<file path="src/rtl/risc_pkg.sv">
// Shared opcode, ALU-op and control-bundle definitions for the 16-bit RISC core.
package risc_pkg;

  localparam logic [3:0] OP_LD      = 4'h0;
  localparam logic [3:0] OP_ST      = 4'h1;
  localparam logic [3:0] OP_R_FIRST = 4'h2;
  localparam logic [3:0] OP_R_LAST  = 4'h9;
  localparam logic [3:0] OP_BEQ     = 4'hB;
  localparam logic [3:0] OP_BNE     = 4'hC;
  localparam logic [3:0] OP_JMP     = 4'hD;

  localparam logic [1:0] ALUOP_ADDR = 2'b10;
  localparam logic [1:0] ALUOP_BR   = 2'b01;
  localparam logic [1:0] ALUOP_FUNC = 2'b00;

  typedef struct packed {
    logic       reg_dst;
    logic       alu_src;
    logic       mem_to_reg;
    logic       reg_write;
    logic       mem_read;
    logic       mem_write;
    logic       branch_eq;
    logic       branch_ne;
    logic       jump;
    logic [1:0] alu_op;
    logic       illegal;
  } ctrl_t;

  localparam ctrl_t CTRL_NOP = '0;

endpackage

</file>
<file path="src/rtl/control_decode.sv">
// Combinational opcode-to-control decode; unknown opcodes yield a NOP flagged illegal.
module control_decode
  import risc_pkg::*;
(
  input  logic [3:0] opcode,
  output ctrl_t      ctrl
);

  always_comb begin
    ctrl = CTRL_NOP;
    case (opcode)
      OP_LD: begin
        ctrl.alu_op     = ALUOP_ADDR;
        ctrl.alu_src    = 1'b1;
        ctrl.mem_read   = 1'b1;
        ctrl.mem_to_reg = 1'b1;
        ctrl.reg_write  = 1'b1;
      end
      OP_ST: begin
        ctrl.alu_op    = ALUOP_ADDR;
        ctrl.alu_src   = 1'b1;
        ctrl.mem_write = 1'b1;
      end
      4'h2, 4'h3, 4'h4, 4'h5, 4'h6, 4'h7, 4'h8, 4'h9: begin
        ctrl.alu_op    = ALUOP_FUNC;
        ctrl.reg_dst   = 1'b1;
        ctrl.reg_write = 1'b1;
      end
      OP_BEQ: begin
        ctrl.alu_op    = ALUOP_BR;
        ctrl.branch_eq = 1'b1;
      end
      OP_BNE: begin
        ctrl.alu_op    = ALUOP_BR;
        ctrl.branch_ne = 1'b1;
      end
      OP_JMP: begin
        ctrl.alu_op = ALUOP_FUNC;
        ctrl.jump   = 1'b1;
      end
      default: begin
        ctrl.illegal = 1'b1;
      end
    endcase
  end

endmodule

</file>
<file path="src/rtl/decode_stage.sv">
// Registered decode stage: one-deep skid-free bundle register between fetch and execute,
// with flush, sticky illegal-opcode status and a count of bundles handed to execute.
module decode_stage
  import risc_pkg::*;
#(
  parameter int INSTR_W = 16,
  parameter int PC_W    = 16,
  parameter int CNT_W   = 16
) (
  input  logic               clk,
  input  logic               rst,
  input  logic               in_valid,
  output logic               in_ready,
  input  logic [INSTR_W-1:0] in_instr,
  input  logic [PC_W-1:0]    in_pc,
  output logic               out_valid,
  input  logic               out_ready,
  input  logic               flush,
  input  logic               clr_status,
  output logic [3:0]         out_opcode,
  output logic [1:0]         out_alu_op,
  output logic               out_reg_dst,
  output logic               out_alu_src,
  output logic               out_mem_to_reg,
  output logic               out_reg_write,
  output logic               out_mem_read,
  output logic               out_mem_write,
  output logic               out_branch_eq,
  output logic               out_branch_ne,
  output logic               out_jump,
  output logic [2:0]         out_rs,
  output logic [2:0]         out_rt,
  output logic [2:0]         out_rd,
  output logic [15:0]        out_imm,
  output logic [11:0]        out_joff,
  output logic [PC_W-1:0]    out_pc,
  output logic               out_illegal,
  output logic               illegal_sticky,
  output logic [CNT_W-1:0]   decoded_count
);

  // Handshake: a side transfers on a cycle where its valid and ready are both 1.
  // in_ready is combinational so a draining bundle can be replaced in the same
  // cycle; flush forces in_ready so fetch's word is consumed and dropped.
  ctrl_t ctrl_d;
  ctrl_t ctrl_q;
  logic  in_xfer;
  logic  out_xfer;

  control_decode u_control_decode (
    .opcode (in_instr[15:12]),
    .ctrl   (ctrl_d)
  );

  assign in_ready = flush | ~out_valid | out_ready;
  assign in_xfer  = in_valid & in_ready;
  assign out_xfer = out_valid & out_ready;

  always_ff @(posedge clk) begin
    if (rst) begin
      out_valid      <= 1'b0;
      ctrl_q         <= CTRL_NOP;
      out_opcode     <= '0;
      out_rs         <= '0;
      out_rt         <= '0;
      out_rd         <= '0;
      out_imm        <= '0;
      out_joff       <= '0;
      out_pc         <= '0;
      illegal_sticky <= 1'b0;
      decoded_count  <= '0;
    end else begin
      if (flush) begin
        out_valid <= 1'b0;
      end else if (in_xfer) begin
        out_valid  <= 1'b1;
        ctrl_q     <= ctrl_d;
        out_opcode <= in_instr[15:12];
        out_rs     <= in_instr[11:9];
        out_rt     <= in_instr[8:6];
        out_rd     <= in_instr[5:3];
        out_imm    <= {{10{in_instr[5]}}, in_instr[5:0]};
        out_joff   <= in_instr[11:0];
        out_pc     <= in_pc;
      end else if (out_xfer) begin
        out_valid <= 1'b0;
      end

      // A new illegal capture outranks a same-cycle clear.
      if (in_xfer && !flush && ctrl_d.illegal) begin
        illegal_sticky <= 1'b1;
      end else if (clr_status) begin
        illegal_sticky <= 1'b0;
      end

      if (out_xfer && !flush) begin
        decoded_count <= decoded_count + 1'b1;
      end
    end
  end

  assign out_alu_op     = ctrl_q.alu_op;
  assign out_reg_dst    = ctrl_q.reg_dst;
  assign out_alu_src    = ctrl_q.alu_src;
  assign out_mem_to_reg = ctrl_q.mem_to_reg;
  assign out_reg_write  = ctrl_q.reg_write;
  assign out_mem_read   = ctrl_q.mem_read;
  assign out_mem_write  = ctrl_q.mem_write;
  assign out_branch_eq  = ctrl_q.branch_eq;
  assign out_branch_ne  = ctrl_q.branch_ne;
  assign out_jump       = ctrl_q.jump;
  assign out_illegal    = ctrl_q.illegal;

endmodule
</file>
<file path="config.mk">
export PLATFORM = sky130hd
export DESIGN_NAME = decode_stage
export DESIGN_NICKNAME = d
export VERILOG_FILES = /design/src/rtl/risc_pkg.sv /design/src/rtl/control_decode.sv /design/src/rtl/decode_stage.sv
export SDC_FILE = /design/constraint.sdc
export NUM_CORES = 1
export LEC_CHECK = 0
export ABC_CLOCK_PERIOD_IN_PS = 4400
export CORE_MARGIN = 2
export CORE_UTILIZATION = 30
export DETAILED_ROUTE_END_ITERATION = 6
export SLEW_MARGIN = 15
export SYNTH_ARGS = -nofsm -noshare
export SYNTH_HDL_FRONTEND = slang
export SYNTH_SLANG_ARGS = --single-unit
</file>
<file path="constraint.sdc">
create_clock -name clk -period 4.4 [get_ports clk]
set_input_delay 1.32 -clock clk [delete_from_list [all_inputs] [get_ports clk]]
set_output_delay 1.32 -clock clk [all_outputs]
set_load 0.005 [all_outputs]
</file>
After elaboration in Yosys (flattened, before gate mapping)
Index checks and enable logic that the tools add are counted.

Register bits after elaboration: 76. Output and inout bits: 88.

Multiplexer cells: 14. Eq/ne operators: 12. Reductions and logical operators: 14. Bitwise operators: 6. Add/sub/neg operators: 1.

Operators with widths (number): 4-bit equality test, second input constant (5); 16-bit by 1-bit adder with 16-bit output, second input constant (1); 4-bit by 3-bit equality test with 1-bit output, second input constant (4); 1-bit two-way mux (13); 13-bit OR reduction (1); 9-bit OR reduction (1); 4-bit by 2-bit equality test with 1-bit output, second input constant (2); 8-bit OR reduction (1); 2-bit OR reduction (3); 4-bit by 1-bit equality test with 1-bit output, second input constant (1); 4-bit logical NOT (1); 2-bit one-hot mux with 2 select lines (1); 2-bit nonzero test (2); 1-bit logical AND (3); 1-bit AND (2); 1-bit inverter (2); 1-bit bitwise OR (2); 2-bit AND reduction (1); 1-bit logical NOT (1).

Longest topological paths before layout
Depth in word-level cells: 7. Depth in mapped cells: 6. Mapped depth without buffers: 5.

Hierarchy
A second synthesis with hierarchy kept.

Cell total of the unflattened synthesis: 326. Area, all modules: 2653.8 sq um.

Modules (own cells, without submodules): decode_stage (area an instance 2522.4 sq um, instances 1, sequential area each 1241.2 sq um, cells an instance 308); control_decode (area an instance 131.4 sq um, instances 1, sequential area each 0.0 sq um, cells an instance 18).

Worst setup path after synthesis
Ideal clock, no wire load.

Path kind: in2out. Start point: input port flush. End point: output port in_ready. Data required time: 3080 ps. Data arrival time: 1791 ps. Buffers on the path: 0. Setup slack: 1289 ps. Cell stages on the path: 1. Path through: or3b_2.

Longest elaborated chain between the ends: 2.

Ends and longest elaborated chain: start: declaration (RTL line decode_stage.sv:18) `input logic flush,`; 1-bit bitwise OR (2 in series) (RTL line decode_stage.sv:55) `assign in_ready = flush | ~out_valid | out_ready;`; end: declaration (RTL line decode_stage.sv:13) `output logic in_ready,`.

No other way between the ends.

Worst setup path after layout
Ends and elaborated chain as after synthesis.

==> qor.txt <==
WP buf/inv: 2
Area growth, synth to finish: 53.2%
clock power share: 0.416
max cap viols: 0
initial antenna violation count: 0
Compound-Gate Fraction of Synth Area: 0.113
Worst Clk Skew: 0.00617 ns
reg-to-reg slack, setup: 2.48 ns
Clk pin slew, worst setup/hold paths: 0.06 ns
Routed WL: 6490 um
Sequential Power Share: 0.468
status: finished clean
RR Endpoint: decoded_count[15]
vias: 2385
critical path class: input port to primary output
post-synth cell types: 32
CP max-delay cell: or3b_2
Final Critical Period: 4.04 ns
most frequent CP cell: clkdlybuf4s50_1
Die X: 96.4 um
largest family of logic cells by synthesized area: simple AND/OR/NAND/NOR gates
DIE HEIGHT: 96.4 um
Synth Area in XOR/XNOR: 0.0376
Ports: 126
core area: 8260 um^2
Num CTS Buffers: 9
first-pass GRT wire length: 9930 um
PortBufs: 125
TNS Setup: 0 ns
crit path max fanout: 5
Rows: 33
Internal: 962 uW
CP peak stage delay: 0.49 ns
H-tree lvl count: 3
Inserted Diodes: 0
adder-cell share of the synthesized area: 0.00489
Setup Buffers After CTS: 0
period utilisation layout: 0.919
Inst Count DP: 507
Max Slew Vio Count: 0
Die ar.: 9290 um^2
Startpoint Class: input port
Final Wtd Congestion: 0.806
YS warnings: 0
worst reg2reg startpoint: decoded_count[4]
combinational share of power: 0.116
vias in the first global route: 2143
CTS Sinks: 61
clock buffer depth: 2
grt ovf: 0
WP data required: 3.08 ns
cts repair resizes: 0
crit path cell chain: clkdlybuf4s50_1 > or3b_2 > clkdlybuf4s50_1
switching component of the power: 276 uW
unrepaired setup endpoints after global routing: false
Achievable Freq: 247 MHz
Hold Crit Start: out_branch_ne
Filler cells: 818
CTS hold repair buffers: 0
CTS tree: yes
max_slew headroom: 0.455
vias per cell: 4.56
peak supply drop: 0.000168 V
worst skew pair latency: 0.33 ns
# setup viols final: 0
syn_nets: 354
CP endpoint kind: primary output
fin nets: 452
share of cells above drive strength 1: 0.0622
Final Hold Fails: 0
Post-Syn Instances: 315
Cell Count, Final, Fillers Out: 523
Yosys reg bits: 61
area of the mapped netlist: 2560 um^2
HPWL after DPL: 4540 um
delay-heaviest family, CP: buffers and inverters
mux cell area share after synthesis: 0.00831
measured slew at the worst slew-check pin: 0.818 ns
largest net degree at the start of global routing: 44
Post-Syn Area per Cell: 8.13 um^2
worst hold path stage count: 2
leakage power: 1.36 nW
Min-Delay Endpoint: out_branch_ne
1st-iter DRT viols: 51
pwr/cell area: 316 nW/um^2
Residual DRC: 0
root buffer cell: clkbuf_8
Switching Fraction: 0.223
drt pass-1 iters: 4
FF-to-FF path depth: 4
worst endpoint data arrival time: 2.72 ns
sequential area share after synthesis: 0.477
antenna-violating nets left: 0
Hold Crit Class: flip-flop to flip-flop
Initial Utilization: 0.310
post-DR wirelength/cell: 12.4 um
Synth Area in Simple Gates: 0.252
GRT Total Usage: 0.140
## registers in the layout (all words and copies together), names as in the netlist, 2 cells and up
| name | count |
|---|---|
| decoded_count | 16 |
| out_alu_op | 2 |
| out_imm | 3 |
| out_joff | 2 |
| out_opcode | 4 |
| out_pc | 16 |
| out_rd | 2 |
| out_rs | 3 |
| out_rt | 2 |
## worst max-delay path by stage
stage | start | end | slack (ns) | cells past startpoint
finish | flush | in_ready | 0.36 | 3
CTS | flush | in_ready | 0.35 | 3
floorplan | flush | in_ready | 1.29 | 1
detailed placement | flush | in_ready | 0.36 | 3
global route | flush | in_ready | 0.30 | 3
global placement | flush | in_ready | 0.37 | 3
## synth_stat cells (all sizes together)
cell type / count / area (um^2)
a31o: 1 / 8.76
a2bb2oi: 2 / 17.5
nor3b: 1 / 7.51
o31ai: 2 / 15.0
dfxtp: 61 / 1220
nor3: 4 / 20.0
or3: 1 / 6.26
nor4: 3 / 18.8
mux2: 1 / 11.3
clkbuf: 16 / 60.1
a21oi: 48 / 240
nand4: 7 / 58.8
xnor2: 8 / 70.1
nand3b: 2 / 15.0
nand4b: 3 / 26.3
inv: 5 / 18.8
and2: 2 / 12.5
mux2i: 1 / 10.0
nand2b: 2 / 12.5
o21a: 1 / 7.51
nand2: 80 / 300
nor2: 20 / 75.1
ha: 1 / 12.5
and4b: 1 / 10.0
nor2b: 4 / 25.0
nand3: 6 / 30.0
buf: 26 / 195
or3b: 1 / 8.76
or4: 2 / 18.8
xor2: 3 / 26.3
## metrics by stage
stage / instance area, um^2 / hold slack [ns] / setup slack [ns] / total power, mW / utilization
after floorplan: 2560 / 0.448 / 1.29 / 0.652 / -
after global placement: 3710 / 0.440 / 0.368 / 0.736 / 0.450
after detailed placement: 3710 / 0.444 / 0.356 / 0.738 / 0.450
after CTS: 3920 / 0.452 / 0.351 / 1.26 / 0.475
after global routing: 3920 / 0.471 / 0.299 / 1.30 / 0.475
final: 3920 / 0.449 / 0.356 / 1.24 / 0.475
## power by group through the flow
stage	clock [mW]	sequential, mW	combinational [mW]
detailed placement	0	0.593	0.146
global placement	0	0.592	0.145
floorplan	0	0.593	0.0588
global route	0.555	0.582	0.159
CTS	0.538	0.580	0.146
finish	0.515	0.580	0.144
## worst reg2reg max path, delay by kind of cell (launching register included)
kind | cells | cell delay [ns]
simple gates | 3 | 1.23
compound gates | 1 | 0.14
flops | 1 | 0.47
## cell usage in the layout (no fill, tap or decap), types with 3 or more instances in the layout
cell             netlist  layout
a21oi_1               48      48
nand3_1                6       6
nor3_1                 4       4
clkbuf_8               0      12
buf_4                 26       4
xor2_1                 3       3
clkinv_2               0       3
xnor2_1                8       8
nor2_1                20      20
nand4_1                6       6
clkdlybuf4s50_1        0     124
inv_1                  5       5
dfxtp_1               61      61
nand4b_1               3       3
nor4_1                 3       3
nor2b_1                4       4
nand2_1               80      80
## kinds of logic after synthesis
logic type / after synthesis
buffers and inverters: 47
XOR/XNOR: 11
AND/OR/NAND/NOR: 139
adder cells (fa/ha/maj): 1
flip-flops: 61
multiplexers: 2
AO/OA/AOI/OAI: 54
## cell type report
class / count / area, um^2 / share of cell area
repair buffers: 129 / 1280 / 0.325
clock buffers: 12 / 165 / 0.0421
inverters: 5 / 18.8 / 0.00478
multi-input cells: 207 / 1060 / 0.271
clock inverters: 4 / 45.0 / 0.0115
flip-flops and latches: 61 / 1220 / 0.311
well taps: 105 / 131 / 0.0335
## metal layers
layer	part of all wire	vias up	global-route usage
met3	0.089	12	0.0450
li1	-	1213	-
met1	0.44	1077	0.168
met4	0.017	0	0.0669
met5	0	-	0
met2	0.46	83	0.226
Power figures use the tool's default switching activity.
